==> config.mk <==
export PLATFORM = sky130hd
export DESIGN_NAME = clock_set_ctrl_flat
export DESIGN_NICKNAME = d
export VERILOG_FILES = /design/src/rtl/clock_set_ctrl_pkg.sv /design/src/rtl/clock_set_ctrl_if.sv /design/src/rtl/clock_set_ctrl_btn_repeat.sv /design/src/rtl/clock_set_ctrl.sv /design/src/flat_wrapper.sv
export SDC_FILE = /design/constraint.sdc
export NUM_CORES = 1
export LEC_CHECK = 0
export ABC_CLOCK_PERIOD_IN_PS = 5400
export CORE_MARGIN = 2
export CORE_UTILIZATION = 41
export DETAILED_ROUTE_END_ITERATION = 16
export REMOVE_ABC_BUFFERS = 1
export SLEW_MARGIN = 20
export SYNTH_ARGS = -nofsm -noshare
export SYNTH_HDL_FRONTEND = slang
export SYNTH_HIERARCHICAL = 1
export SYNTH_SLANG_ARGS = --single-unit
==> constraint.sdc <==
create_clock -name clk -period 5.4 [get_ports clk]
set_clock_uncertainty 0.15 [all_clocks]
set_input_delay 0.81 -clock clk [delete_from_list [all_inputs] [get_ports clk]]
set_output_delay 0.81 -clock clk [all_outputs]
set_load 0.01 [all_outputs]
==> src/rtl/clock_set_ctrl_pkg.sv <==
// Shared state codes, field encodings and helpers for the clock set sequencer.
// State codes are plain localparams so legacy netlists can compare raw values.
package clock_ctrl_pkg;

  typedef logic [2:0] state_t;

  localparam state_t RUN   = 3'd0;
  localparam state_t T_DAY = 3'd1;
  localparam state_t T_HR  = 3'd2;
  localparam state_t T_MIN = 3'd3;
  localparam state_t A_HR  = 3'd4;
  localparam state_t A_MIN = 3'd5;

  localparam logic [2:0] FLD_DAY  = 3'b100;
  localparam logic [2:0] FLD_HR   = 3'b010;
  localparam logic [2:0] FLD_MIN  = 3'b001;
  localparam logic [2:0] FLD_NONE = 3'b000;

  function automatic int cnt_width(input int a, input int b);
    return $clog2(((a > b) ? a : b) + 1);
  endfunction

  function automatic state_t next_state(input state_t s);
    state_t n;
    case (s)
      RUN:     n = T_DAY;
      T_DAY:   n = T_HR;
      T_HR:    n = T_MIN;
      T_MIN:   n = A_HR;
      A_HR:    n = A_MIN;
      default: n = RUN;
    endcase
    return n;
  endfunction

  function automatic logic [2:0] field_of(input state_t s);
    logic [2:0] f;
    case (s)
      T_DAY:        f = FLD_DAY;
      T_HR, A_HR:   f = FLD_HR;
      T_MIN, A_MIN: f = FLD_MIN;
      default:      f = FLD_NONE;
    endcase
    return f;
  endfunction

endpackage

==> src/rtl/clock_set_ctrl_if.sv <==
// Front-panel buttons in, datapath set-control levels and advance strobes out.
interface clock_set_ctrl_if;
  logic       mode;
  logic       adv;
  logic       timeset;
  logic       alarmset;
  logic       dayadv;
  logic       hrsadv;
  logic       minadv;
  logic [2:0] field;

  modport master (
    output mode, adv,
    input  timeset, alarmset, dayadv, hrsadv, minadv, field
  );

  modport slave (
    input  mode, adv,
    output timeset, alarmset, dayadv, hrsadv, minadv, field
  );
endinterface

==> src/rtl/clock_set_ctrl_btn_repeat.sv <==
// Button edge detect with press-and-hold auto-repeat; strobe is registered.
// clr drops any repeat in progress so only a fresh press restarts it.
module btn_repeat
  import clock_ctrl_pkg::*;
#(
  parameter int HOLD = 8,
  parameter int RPT  = 2
) (
  input  logic clk,
  input  logic rst_n,
  input  logic btn,
  input  logic clr,
  output logic press,
  output logic strobe
);

  localparam int CW = cnt_width(HOLD, RPT);

  logic          btn_q;
  logic          active;
  logic [CW-1:0] cnt;

  assign press = btn & ~btn_q;

  // cnt counts down to the next repeat strobe; it reloads rather than wrapping
  always_ff @(posedge clk or negedge rst_n) begin
    if (!rst_n) begin
      btn_q  <= 1'b0;
      active <= 1'b0;
      cnt    <= '0;
      strobe <= 1'b0;
    end else begin
      btn_q  <= btn;
      strobe <= 1'b0;
      if (clr || !btn) begin
        active <= 1'b0;
        cnt    <= '0;
      end else if (press) begin
        active <= 1'b1;
        strobe <= 1'b1;
        cnt    <= CW'(HOLD - 1);
      end else if (active) begin
        if (cnt == '0) begin
          strobe <= 1'b1;
          cnt    <= CW'(RPT - 1);
        end else begin
          cnt <= cnt - CW'(1);
        end
      end
    end
  end

endmodule

==> src/rtl/clock_set_ctrl.sv <==
// Mode/Adv two-button sequencer driving the alarm-clock datapath set controls.
//   state | meaning
//   RUN   | normal timekeeping, buttons other than Mode ignored
//   T_DAY | setting time, day field
//   T_HR  | setting time, hour field
//   T_MIN | setting time, minute field
//   A_HR  | setting alarm, hour field
//   A_MIN | setting alarm, minute field
module clock_set_ctrl
  import clock_ctrl_pkg::*;
#(
  parameter int HOLD    = 8,
  parameter int RPT     = 2,
  parameter int TIMEOUT = 64
) (
  input logic             clk,
  input logic             rst_n,
  clock_set_ctrl_if.slave bus
);

  localparam int CW = cnt_width(HOLD, TIMEOUT);

  state_t        state;
  state_t        state_nxt;
  logic          mode_q;
  logic          mode_press;
  logic          in_set;
  logic          activity;
  logic          timeout;
  logic          rpt_clr;
  logic          adv_press;
  logic          adv_strobe;
  logic [CW-1:0] idle;

  assign mode_press = bus.mode & ~mode_q;
  assign in_set     = (state != RUN);
  assign activity   = bus.mode | bus.adv | adv_press;
  assign timeout    = in_set && (idle == '0) && !activity;
  // Mode wins over Adv, and nothing repeats outside a set state
  assign rpt_clr    = mode_press | timeout | ~in_set;

  always_comb begin
    state_nxt = state;
    if (mode_press) begin
      state_nxt = next_state(state);
    end else if (timeout) begin
      state_nxt = RUN;
    end
  end

  // idle counts down from TIMEOUT-1; reaching zero with no activity forces RUN
  always_ff @(posedge clk or negedge rst_n) begin
    if (!rst_n) begin
      state  <= RUN;
      mode_q <= 1'b0;
      idle   <= CW'(TIMEOUT - 1);
    end else begin
      state  <= state_nxt;
      mode_q <= bus.mode;
      if (!in_set || activity) begin
        idle <= CW'(TIMEOUT - 1);
      end else if (idle != '0) begin
        idle <= idle - CW'(1);
      end
    end
  end

  btn_repeat #(
    .HOLD (HOLD),
    .RPT  (RPT)
  ) u_adv (
    .clk    (clk),
    .rst_n  (rst_n),
    .btn    (bus.adv),
    .clr    (rpt_clr),
    .press  (adv_press),
    .strobe (adv_strobe)
  );

  assign bus.timeset  = (state == T_DAY) || (state == T_HR) || (state == T_MIN);
  assign bus.alarmset = (state == A_HR) || (state == A_MIN);
  assign bus.field    = field_of(state);
  assign bus.dayadv   = adv_strobe && (state == T_DAY);
  assign bus.hrsadv   = adv_strobe && ((state == T_HR) || (state == A_HR));
  assign bus.minadv   = adv_strobe && ((state == T_MIN) || (state == A_MIN));

endmodule

==> src/flat_wrapper.sv <==
// flat-port wrapper written by rule: the top's interface ports become plain ports
module clock_set_ctrl_flat import clock_ctrl_pkg::*;
#(
  parameter int HOLD    = 8,
  parameter int RPT     = 2,
  parameter int TIMEOUT = 64
)
  (clk, rst_n, bus_mode, bus_adv, bus_timeset, bus_alarmset, bus_dayadv, bus_hrsadv, bus_minadv, bus_field);
  clock_set_ctrl_if bus_i ();
  input logic clk;
  input logic rst_n;
  input wire logic [$bits(bus_i.mode)-1:0] bus_mode;
  input wire logic [$bits(bus_i.adv)-1:0] bus_adv;
  output wire logic [$bits(bus_i.timeset)-1:0] bus_timeset;
  output wire logic [$bits(bus_i.alarmset)-1:0] bus_alarmset;
  output wire logic [$bits(bus_i.dayadv)-1:0] bus_dayadv;
  output wire logic [$bits(bus_i.hrsadv)-1:0] bus_hrsadv;
  output wire logic [$bits(bus_i.minadv)-1:0] bus_minadv;
  output wire logic [$bits(bus_i.field)-1:0] bus_field;
  assign bus_i.mode = bus_mode;
  assign bus_i.adv = bus_adv;
  assign bus_timeset = bus_i.timeset;
  assign bus_alarmset = bus_i.alarmset;
  assign bus_dayadv = bus_i.dayadv;
  assign bus_hrsadv = bus_i.hrsadv;
  assign bus_minadv = bus_i.minadv;
  assign bus_field = bus_i.field;
  clock_set_ctrl #(.HOLD(HOLD), .RPT(RPT), .TIMEOUT(TIMEOUT)) u_core (.clk(clk), .rst_n(rst_n), .bus(bus_i));
endmodule
==> metrics.txt, run 1 <==
status complete, no violations; Clock Sinks 18; Residual DRC 0; die area roughly 2800 µm²; max incr delay on CP between 0.5 and 0.6 ns; I/O pin cnt 12; r2r setup slk ~3.1 ns; CTS Root Cell clkbuf_4; pin count of the biggest net entering global routing 19; Post-Syn Instances 99; Yosys cell types between 40 and 50; Syn Area/Cell around 10 µm²; Worst-path clk slew approximately 0.1 ns; Hold Crit Class register to register; Slew @ Worst Pin approximately 0.8 ns; maximum clock frequency roughly 350 MHz; Mapped Area roughly 1000 µm²; post-DP HPWL between 1 and 1.5 mm; vias in the first global route between 600 and 700; vias per cell about 5.3; Period minus WS final about 2.9 ns; Reg-to-Reg Start u_core/idle[0]; remaining global-route overflow 0; gpl congestion around 0.85; hold buffer count at CTS 0; critical path class register to output pin; hold_ws approximately 0.36 ns; crit path launch type register; Post-CTS Setup Inserts 0; most common cell after layout, fill and taps aside dfrtp_1; final hold violation count 0; sequential element share of the synthesized area between 40% and 50%; Critical path origin u_core/state[2]; WL final 1.733 mm; share of layout cells above drive strength 1 around 15%; Detailed Route Iter0 Violations 12; CP arrival around 1.9 ns; final setup fails 0; post-synthesis register bit count 18; multi-input logic area just under 500 µm²; most frequent cells in the layout 12 x dfrtp_1, 11 x clkdlybuf4s50_1; CTS tree yes; Primary FF master, synth dfrtp_1; CORE AREA 2233 µm²; Crit path max-delay family flip-flops; CP endpoint kind output pin; die height about 53 µm; Buf/Inv on CP 1; initial antenna violation count 0; largest area contributor in the netlist dfrtp_1; maxcap violations 0; GRT Total Usage between 10% and 20%; async set or reset register ratio after synthesis 100.0%; WP data required about 4.4 ns; worst reg-to-reg path cell count 8; Slowest-stage cell, CP dfrtp_1; final core occ approximately half; Worst path depth 4; VDD IR max ~0.22 mV; first-pass GRT wire length ~2.9 mm; CTS H-tree depth 1; Routed wire per std cell between 10 and 15 µm; initial core utilization ~44%; final setup TNS 0 ns; maximum fanout along the worst path 10; DRT antenna net count 0; Final Cycle Share a little over half; PD cells between 300 and 400 nW/µm²; unrepaired setup endpoints after global routing false; # resized after CTS 0; Fillers roughly 220; synth warn 6; synthesis-to-finish area growth 15.74%; CP cell instances xor2_1 > nor2b_1 > and2_1 > clkdlybuf4s50_1; Max Slew Vio Count 0; worst slew margin relative to its limit a little under half; synth top area cells dfrtp_1 30%, dfstp_2 16%, xnor2_1 3.6%, a21oi_1 3.0%, xor2_1 2.7%; Register Area ~460 µm²; number of synthesized flops with an enable pin 0; CTS buffer count 3; Die X around 53 µm; NumNets Final about 120; Worst Setup EP bus_hrsadv; cell leakage power 0.4855 nW; total inserted antenna cells 0; PortBufs 11; TritonRoute pass-1 iters 4; Clk Latency, worst-skew pair ~0.28 ns; vias after detailed routing 737; Cell Rows 17; CTS Buffer Depth 2; reg2reg end u_core/u_adv/cnt[2]; share of the synthesized area in the top cell type a little under a third
==> cell families (layout without fill, tap and decap cells) <==
family          Yosys count  in the layout  synth area share, %
flops                    18             18                46.45
fa+ha+maj                 2              2                2.538
simple gates             42             42                25.89
buf+inv                   7             19                4.187
xor+xnor                  7              7                6.218
compound gates           23             23                14.72
==> how the worst min path moves through the flow <==
stage	from	end	slack [ns]	depth (start not counted)
CTS	u_core/u_adv/active	u_core/u_adv/cnt[3]	0.36	1
detailed placement	u_core/u_adv/active	u_core/u_adv/cnt[3]	0.35	1
floorplan	u_core/u_adv/active	u_core/u_adv/cnt[3]	0.31	1
global route	u_core/u_adv/active	u_core/u_adv/cnt[3]	0.39	1
finish	u_core/u_adv/active	u_core/u_adv/cnt[3]	0.36	1
global placement	u_core/u_adv/active	u_core/u_adv/cnt[3]	0.34	1
==> per-stage QoR <==
| stage | instances | area [µm²] | setup slack (ns) | power (mW) |
|---|---|---|---|---|
| after floorplan | 96 | 959.7 | 3.058 | 0.2672 |
| after global placement | 135 | 1105 | 2.446 | 0.3340 |
| final | 139 | 1141 | 2.502 | 0.4133 |
| after CTS | 139 | 1141 | 2.483 | 0.4200 |
| after detailed placement | 135 | 1105 | 2.399 | 0.3354 |
| after global routing | 139 | 1141 | 2.406 | 0.4405 |
==> synth_stat cells, types with 2 or more instances <==
cell / instances
dfrtp_1: 12
and2_1: 3
buf_4: 2
o211ai_1: 2
nor2b_1: 4
nor2_1: 6
xor2_1: 3
dfstp_2: 6
o22ai_1: 2
ha_1: 2
o21ai_0: 5
a21oi_1: 6
xnor2_1: 4
inv_1: 4
nand2b_1: 4
nand2_1: 6
nor3_1: 4
==> registers in the layout, indices dropped and copies added (netlist names) <==
signal / cells
u_core/u_adv/cnt: 4
u_core/u_adv/active: 1
u_core/state: 3
u_core/u_adv/strobe: 1
u_core/idle: 7
u_core/u_adv/btn_q: 1
u_core/mode_q: 1
==> final cells by class <==
type,instances,share of cell area [%]
timing repair buffer,11,9.649
sequential,18,40.13
tap,28,3.070
multi-input combinational,74,42.65
inverter,4,1.316
clock buffer,4,3.180
==> layer usage <==
layer	GRT usage (%)	part of all wire, %	vias up
met5	0	0	-
met4	5.128	0.46	0
met3	2.542	2.1	2
met2	21.25	46	8
met1	19.82	52	353
li1	-	-	374
==> report_power, final <==
part	switching [mW]	internal, mW
registers	0.0339	0.153
clock network	0.0402	0.0410
logic	0.0626	0.0828
==> worst reg2reg max path, delay by kind of cell (launching register included) <==
kind / cells / cell delay, ns
adders and majority gates: 1 / 0.23
DFF: 1 / 0.57
buffers and inverters: 1 / 0.06
AOI/OAI and AO/OA: 2 / 0.38
and+or+nand+nor: 4 / 0.81
Note: power is estimated with default switching activity, not from simulation.
==> run 2, diff against run 1 <==
--- a/config.mk
+++ b/config.mk
@@ -5,7 +5,7 @@
 export SDC_FILE = /design/constraint.sdc
 export NUM_CORES = 1
 export LEC_CHECK = 0
-export ABC_CLOCK_PERIOD_IN_PS = 5400
+export ABC_CLOCK_PERIOD_IN_PS = 3000
 export CORE_MARGIN = 2
 export CORE_UTILIZATION = 41
 export DETAILED_ROUTE_END_ITERATION = 16
==> constraint.sdc (replaced) <==
create_clock -name clk -period 3 [get_ports clk]
set_clock_uncertainty 0.15 [all_clocks]
set_input_delay 0.45 -clock clk [delete_from_list [all_inputs] [get_ports clk]]
set_output_delay 0.45 -clock clk [all_outputs]
set_load 0.01 [all_outputs]
==> run 2 against run 1 <==
Routed wire length is 2.7% lower. Non-clock buffer count is 1 higher. Core utilization is 0.34 points higher. Count of clock-buffer cells in the layout stayed put. Critical path type unchanged.
==> metrics.txt, run 2 (synthesis gave the netlist of run 1 again) <==
setup ws final between 0.4 and 0.5 ns; reg2reg end u_core/u_adv/cnt[2]; status complete, no violations; hold_sp u_core/u_adv/active; Net Switching between 200 and 250 µW; vias per cell approximately 5.3; Clock Sinks 18; pre-CTS WS 0.3409 ns; WP data required ~2.4 ns; WL final around 1.7 mm; first-pass GRT wire length about 2.8 mm; PD cells between 600 and 700 nW/µm²; Residual DRC 0; cell leakage power 0.4908 nW; PortBufs 11; finished layout cell area 1149 µm²; hold buffer count at CTS 0; vias after detailed routing roughly 740; maximum clock frequency ~400 MHz; Final Cycle Share a little over four fifths; vias in the first global route around 640; gpl congestion 0.8469; Hold Crit Class register to register; worst slew margin relative to its limit a little under half; Die X between 50 and 60 µm; maximum fanout along the worst path 10; CTS tree yes; Reg-to-Reg Start u_core/idle[0]; # resized after CTS 0; final setup TNS 0 ns; CTS buffer count 3; Routed wire per std cell around 12 µm; Max Slew Vio Count 0; CTS Root Cell clkbuf_4; maxcap violations 0; CP arrival 1.90 ns; synthesis-to-finish area growth 16.50%; TritonRoute pass-1 iters 4; Post-CTS Setup Inserts 0; Slew @ Worst Pin approximately 0.8 ns; initial antenna violation count 0; CTS H-tree depth 1; total power around 740 µW; Flop pwr share a little under half; total inserted antenna cells 0; share of layout cells above drive strength 1 ~16%; final hold violation count 0; CP endpoint kind output pin; most common cell after layout, fill and taps aside dfrtp_1; critical path class register to output pin; pin count of the biggest net entering global routing 19; worst reg-to-reg path cell count 8; Detailed Route Iter0 Violations 14; CORE AREA between 2000 and 2500 µm²; Reg with most FFs u_core/idle; die height 53.04 µm; die area 2813 µm²; VDD IR max between 0.3 and 0.4 mV; Clock power frac between 10% and 20%; remaining global-route overflow 0; most frequent cells in the layout 12 x dfrtp_1, 11 x clkdlybuf4s50_1; Cell Rows 17; CTS Buffer Depth 2; Placed Instance Area ~1100 µm²; Worst-path clk slew ~0.10 ns; Worst Hold End u_core/u_adv/cnt[3]; unrepaired setup endpoints after global routing false; Period minus WS final ~2.5 ns; Largest register FFs 7; final setup fails 0; crit path launch type register; I/O pin cnt 12; hold path depth 1; NumNets Final 119; sw frac about 33%; Regs by FF count u_core/idle x7, u_core/u_adv/cnt x4, u_core/state x3; GRT Total Usage between 10% and 20%; Clk Latency, worst-skew pair about 0.28 ns; r2r setup slk roughly 0.70 ns; initial core utilization between 40% and 50%; DRT antenna net count 0; P_int 500.2 µW; post-DP HPWL about 1.3 mm; Comb pwr share a little over a third
run 2: changes by cell type in the layout (fill, tap and decap cells not counted), sizes merged:
cell and change:
buf +1
run 2: critical path: stages (launching register included):
cell	delay [ns]
dfrtp_1	0.54
xor2_1	0.23
nor2b_1	0.19
and2_1	0.14
clkdlybuf4s50_1	0.52
run 2: worst max-delay path by stage:
| stage | startpoint | end | slack [ns] | depth (start not counted) |
|---|---|---|---|---|
| 3_5_place_dp | bus_adv | u_core/u_adv/cnt[2] | 0.34 | 8 |
| 2_1_floorplan | u_core/idle[0] | u_core/u_adv/cnt[2] | 0.94 | 8 |
| 4_1_cts | u_core/state[2] | bus_hrsadv | 0.49 | 4 |
| 3_3_place_gp | bus_adv | u_core/u_adv/cnt[2] | 0.41 | 8 |
| 5_1_grt | u_core/state[2] | bus_hrsadv | 0.39 | 4 |
| 6_report | u_core/state[2] | bus_hrsadv | 0.50 | 4 |
run 2: cell type report:
cell class                      instances  area (µm²)
Timing Repair Buffer                   12       117.6
Inverter                                4       15.01
Sequential cell                        18       457.9
Fill cell                             213        1085
Tap cell                               28       35.03
Clock buffer                            4       36.28
Multi-Input combinational cell         74       486.7
run 2: metrics by stage:
step	std cells	utilization, %	hold slack, ns
detailed placement	136	49.80	0.3327
floorplan	96	-	0.004409
global placement	136	49.80	0.3444
global route	140	51.43	0.3649
finish	140	51.43	0.3418
CTS	140	51.43	0.3474
run 2: per-layer routing:
layer	track usage, %	vias up	part of all wire [%]
met5	0	-	0
met3	4.237	2	2.1
met2	19.38	8	45
li1	-	377	-
met1	19.57	349	52
met4	5.128	0	0.59
run 2: power by group through the flow:
stage	logic [mW]	registers, mW	clock network [mW]
3_5_place_dp	0.267	0.339	0
4_1_cts	0.268	0.335	0.152
6_report	0.264	0.336	0.145
2_1_floorplan	0.156	0.325	0
3_3_place_gp	0.265	0.339	0
5_1_grt	0.290	0.343	0.164
==> run 3, diff against run 2 <==
--- a/config.mk
+++ b/config.mk
@@ -5,7 +5,7 @@
 export SDC_FILE = /design/constraint.sdc
 export NUM_CORES = 1
 export LEC_CHECK = 0
-export ABC_CLOCK_PERIOD_IN_PS = 3000
+export ABC_CLOCK_PERIOD_IN_PS = 2500
 export CORE_MARGIN = 2
 export CORE_UTILIZATION = 41
 export DETAILED_ROUTE_END_ITERATION = 16
==> constraint.sdc (replaced) <==
create_clock -name clk -period 2.5 [get_ports clk]
set_clock_uncertainty 0.15 [all_clocks]
set_input_delay 0.375 -clock clk [delete_from_list [all_inputs] [get_ports clk]]
set_output_delay 0.375 -clock clk [all_outputs]
set_load 0.01 [all_outputs]
==> run 3 against run 2 <==
Total power grew 27%. Sequential power increased by 20%. First-iteration DRC count fell by 64%. Routed wire length rose by 5.0%. Via count up 3.3%. Sequential cell count unchanged. Die area did not move. Worst hold slack lost 0.11 ns. Final cell count rose by 5.0%. Core utilization grew 2.8 points. Sequential share of layout area decreased by 1.9 points. Setup slack got worse by 0.34 ns. Largest cell class unchanged. Highest routed layer unchanged.
==> metrics.txt, run 3 (synthesis gave the netlist of run 1 again) <==
Largest register FFs 7; CORE AREA between 2000 and 2500 µm²; Fillers approximately 210; DRT antenna net count 0; vias in the first global route between 600 and 700; maximum fanout along the worst path 6; pin count of the biggest net entering global routing 19; NumNets Final between 100 and 150; Routed wire per std cell between 10 and 15 µm; Slowest-stage cell, CP clkdlybuf4s50_1; CTS buffer count 3; I/O pin cnt 12; Worst-path clk slew about 0.11 ns; Cell Rows 17; first-pass GRT wire length 3.022 mm; post-DP HPWL roughly 1.3 mm; CTS tree yes; worst slew margin relative to its limit between 70% and 80%; die area 2813 µm²; unrepaired setup endpoints after global routing false; Final Cycle Share between 90% and 100%; Reg with most FFs u_core/idle; synthesis-to-finish area growth 22.84%; maximum clock frequency 426.7 MHz; cell leakage power around 0.52 nW; max incr delay on CP around 0.53 ns; CP cell instances xor2_2 > nor2b_1 > and2_1 > clkdlybuf4s50_1; CTS Buffer Depth 2; Regs by FF count u_core/idle x7, u_core/u_adv/cnt x4, u_core/state x3; most frequent cells in the layout 11 x clkdlybuf4s50_1, 10 x dfrtp_1, 8 x buf_4; Period minus WS final about 2.3 ns; Clock Sinks 18; GRT Total Usage 15.22%; initial core utilization between 40% and 50%; CTS Root Cell clkbuf_4; CP endpoint kind output pin; Hold Crit Class input pin to asynchronous set/reset pin; VDD IR max 0.4447 mV; gpl congestion 0.7974; final hold violation count 0; hold_ws 0.2335 ns; status complete, no violations; share of layout cells above drive strength 1 a little under a quarter; CP arrival about 1.8 ns; most common cell after layout, fill and taps aside clkdlybuf4s50_1; Detailed Route Iter0 Violations 5; remaining global-route overflow 0; final setup fails 0; Slew @ Worst Pin 0.3496 ns; WL final ~1.8 mm; final core occ 54.23%; critical path class register to output pin; Residual DRC 0; final setup TNS 0 ns; total power 948.2 µW; vias per cell between 5 and 6; TritonRoute pass-1 iters 4; CTS H-tree depth 1; WP data required 1.98 ns; die height 53.04 µm; Clk Latency, worst-skew pair approximately 0.30 ns; Non-Filler Instances roughly 150; maxcap violations 0; vias after detailed routing between 700 and 800; Cells after DPL 141; PortBufs 11; initial antenna violation count 0; Die X about 53 µm; crit path launch type register; Max Slew Vio Count 0; total inserted antenna cells 0; PD cells ~780 nW/µm²
-- run 3: cell types whose count changed in the layout (fill, tap and decap cells not counted), sizes merged --
cell / previous run / this run
buf: 1 / 8
-- run 3: where the power goes --
part / internal [mW] / switching (mW)
sequential: 0.333 / 0.0684
combinational: 0.212 / 0.151
clock: 0.0889 / 0.0940
total: 0.635 / 0.314
-- run 3: critical path: cells and delay by family, from the launching register on --
kind / cells / cell delay (ns)
buffers and inverters: 1 / 0.53
DFF: 1 / 0.47
xor gates and xnor gates: 1 / 0.19
and+or+nand+nor: 2 / 0.32
-- run 3: area by class of cell --
| class | instances | area, µm² | area share, % |
|---|---|---|---|
| Timing Repair Buffer | 19 | 170.2 | 14.05 |
| Multi-Input combinational cell | 74 | 494.2 | 40.81 |
| Sequential cell | 18 | 460.4 | 38.02 |
| Clock buffer | 4 | 36.28 | 2.996 |
| Inverter | 4 | 15.01 | 1.240 |
| Tap cell | 28 | 35.03 | 2.893 |
-- run 3: stage by stage --
step                setup slack [ns]  area [µm²]
global placement              0.1205        1150
finish                        0.1566        1211
detailed placement           0.07784        1150
floorplan                     0.4377       959.7
CTS                         0.009033        1186
global route                 0.03735        1211
-- run 3: worst paths after layout --
kind / end / cells past startpoint / slack (ns) / startpoint
max in group asynchronous: u_core/idle[2] / 2 / 1.71 / rst_n
worst min-delay path: u_core/state[0] / 2 / 0.23 / rst_n
worst min register to register: u_core/u_adv/cnt[3] / 1 / 0.35 / u_core/u_adv/active
min in group clk: u_core/u_adv/cnt[3] / 1 / 0.35 / u_core/u_adv/active
worst max register to register: u_core/u_adv/strobe / 8 / 0.36 / u_core/state[2]
worst max-delay path: bus_hrsadv / 4 / 0.16 / u_core/state[2]
-- run 3: metal layers --
metal	vias to the layer above	part of all wire (%)	track usage, %
met3	5	3.5	5.085
met5	-	0	0
met4	0	1.5	5.128
met1	361	50	21.11
li1	385	-	-
met2	9	45	22.08
-- run 3: what timing repair did --
action | CTS | global route
endpoints found under the setup margin | 0 | 2
setup buffers | 0 | 2
hold buffers | 0 | 0
resized for setup | 0 | 3
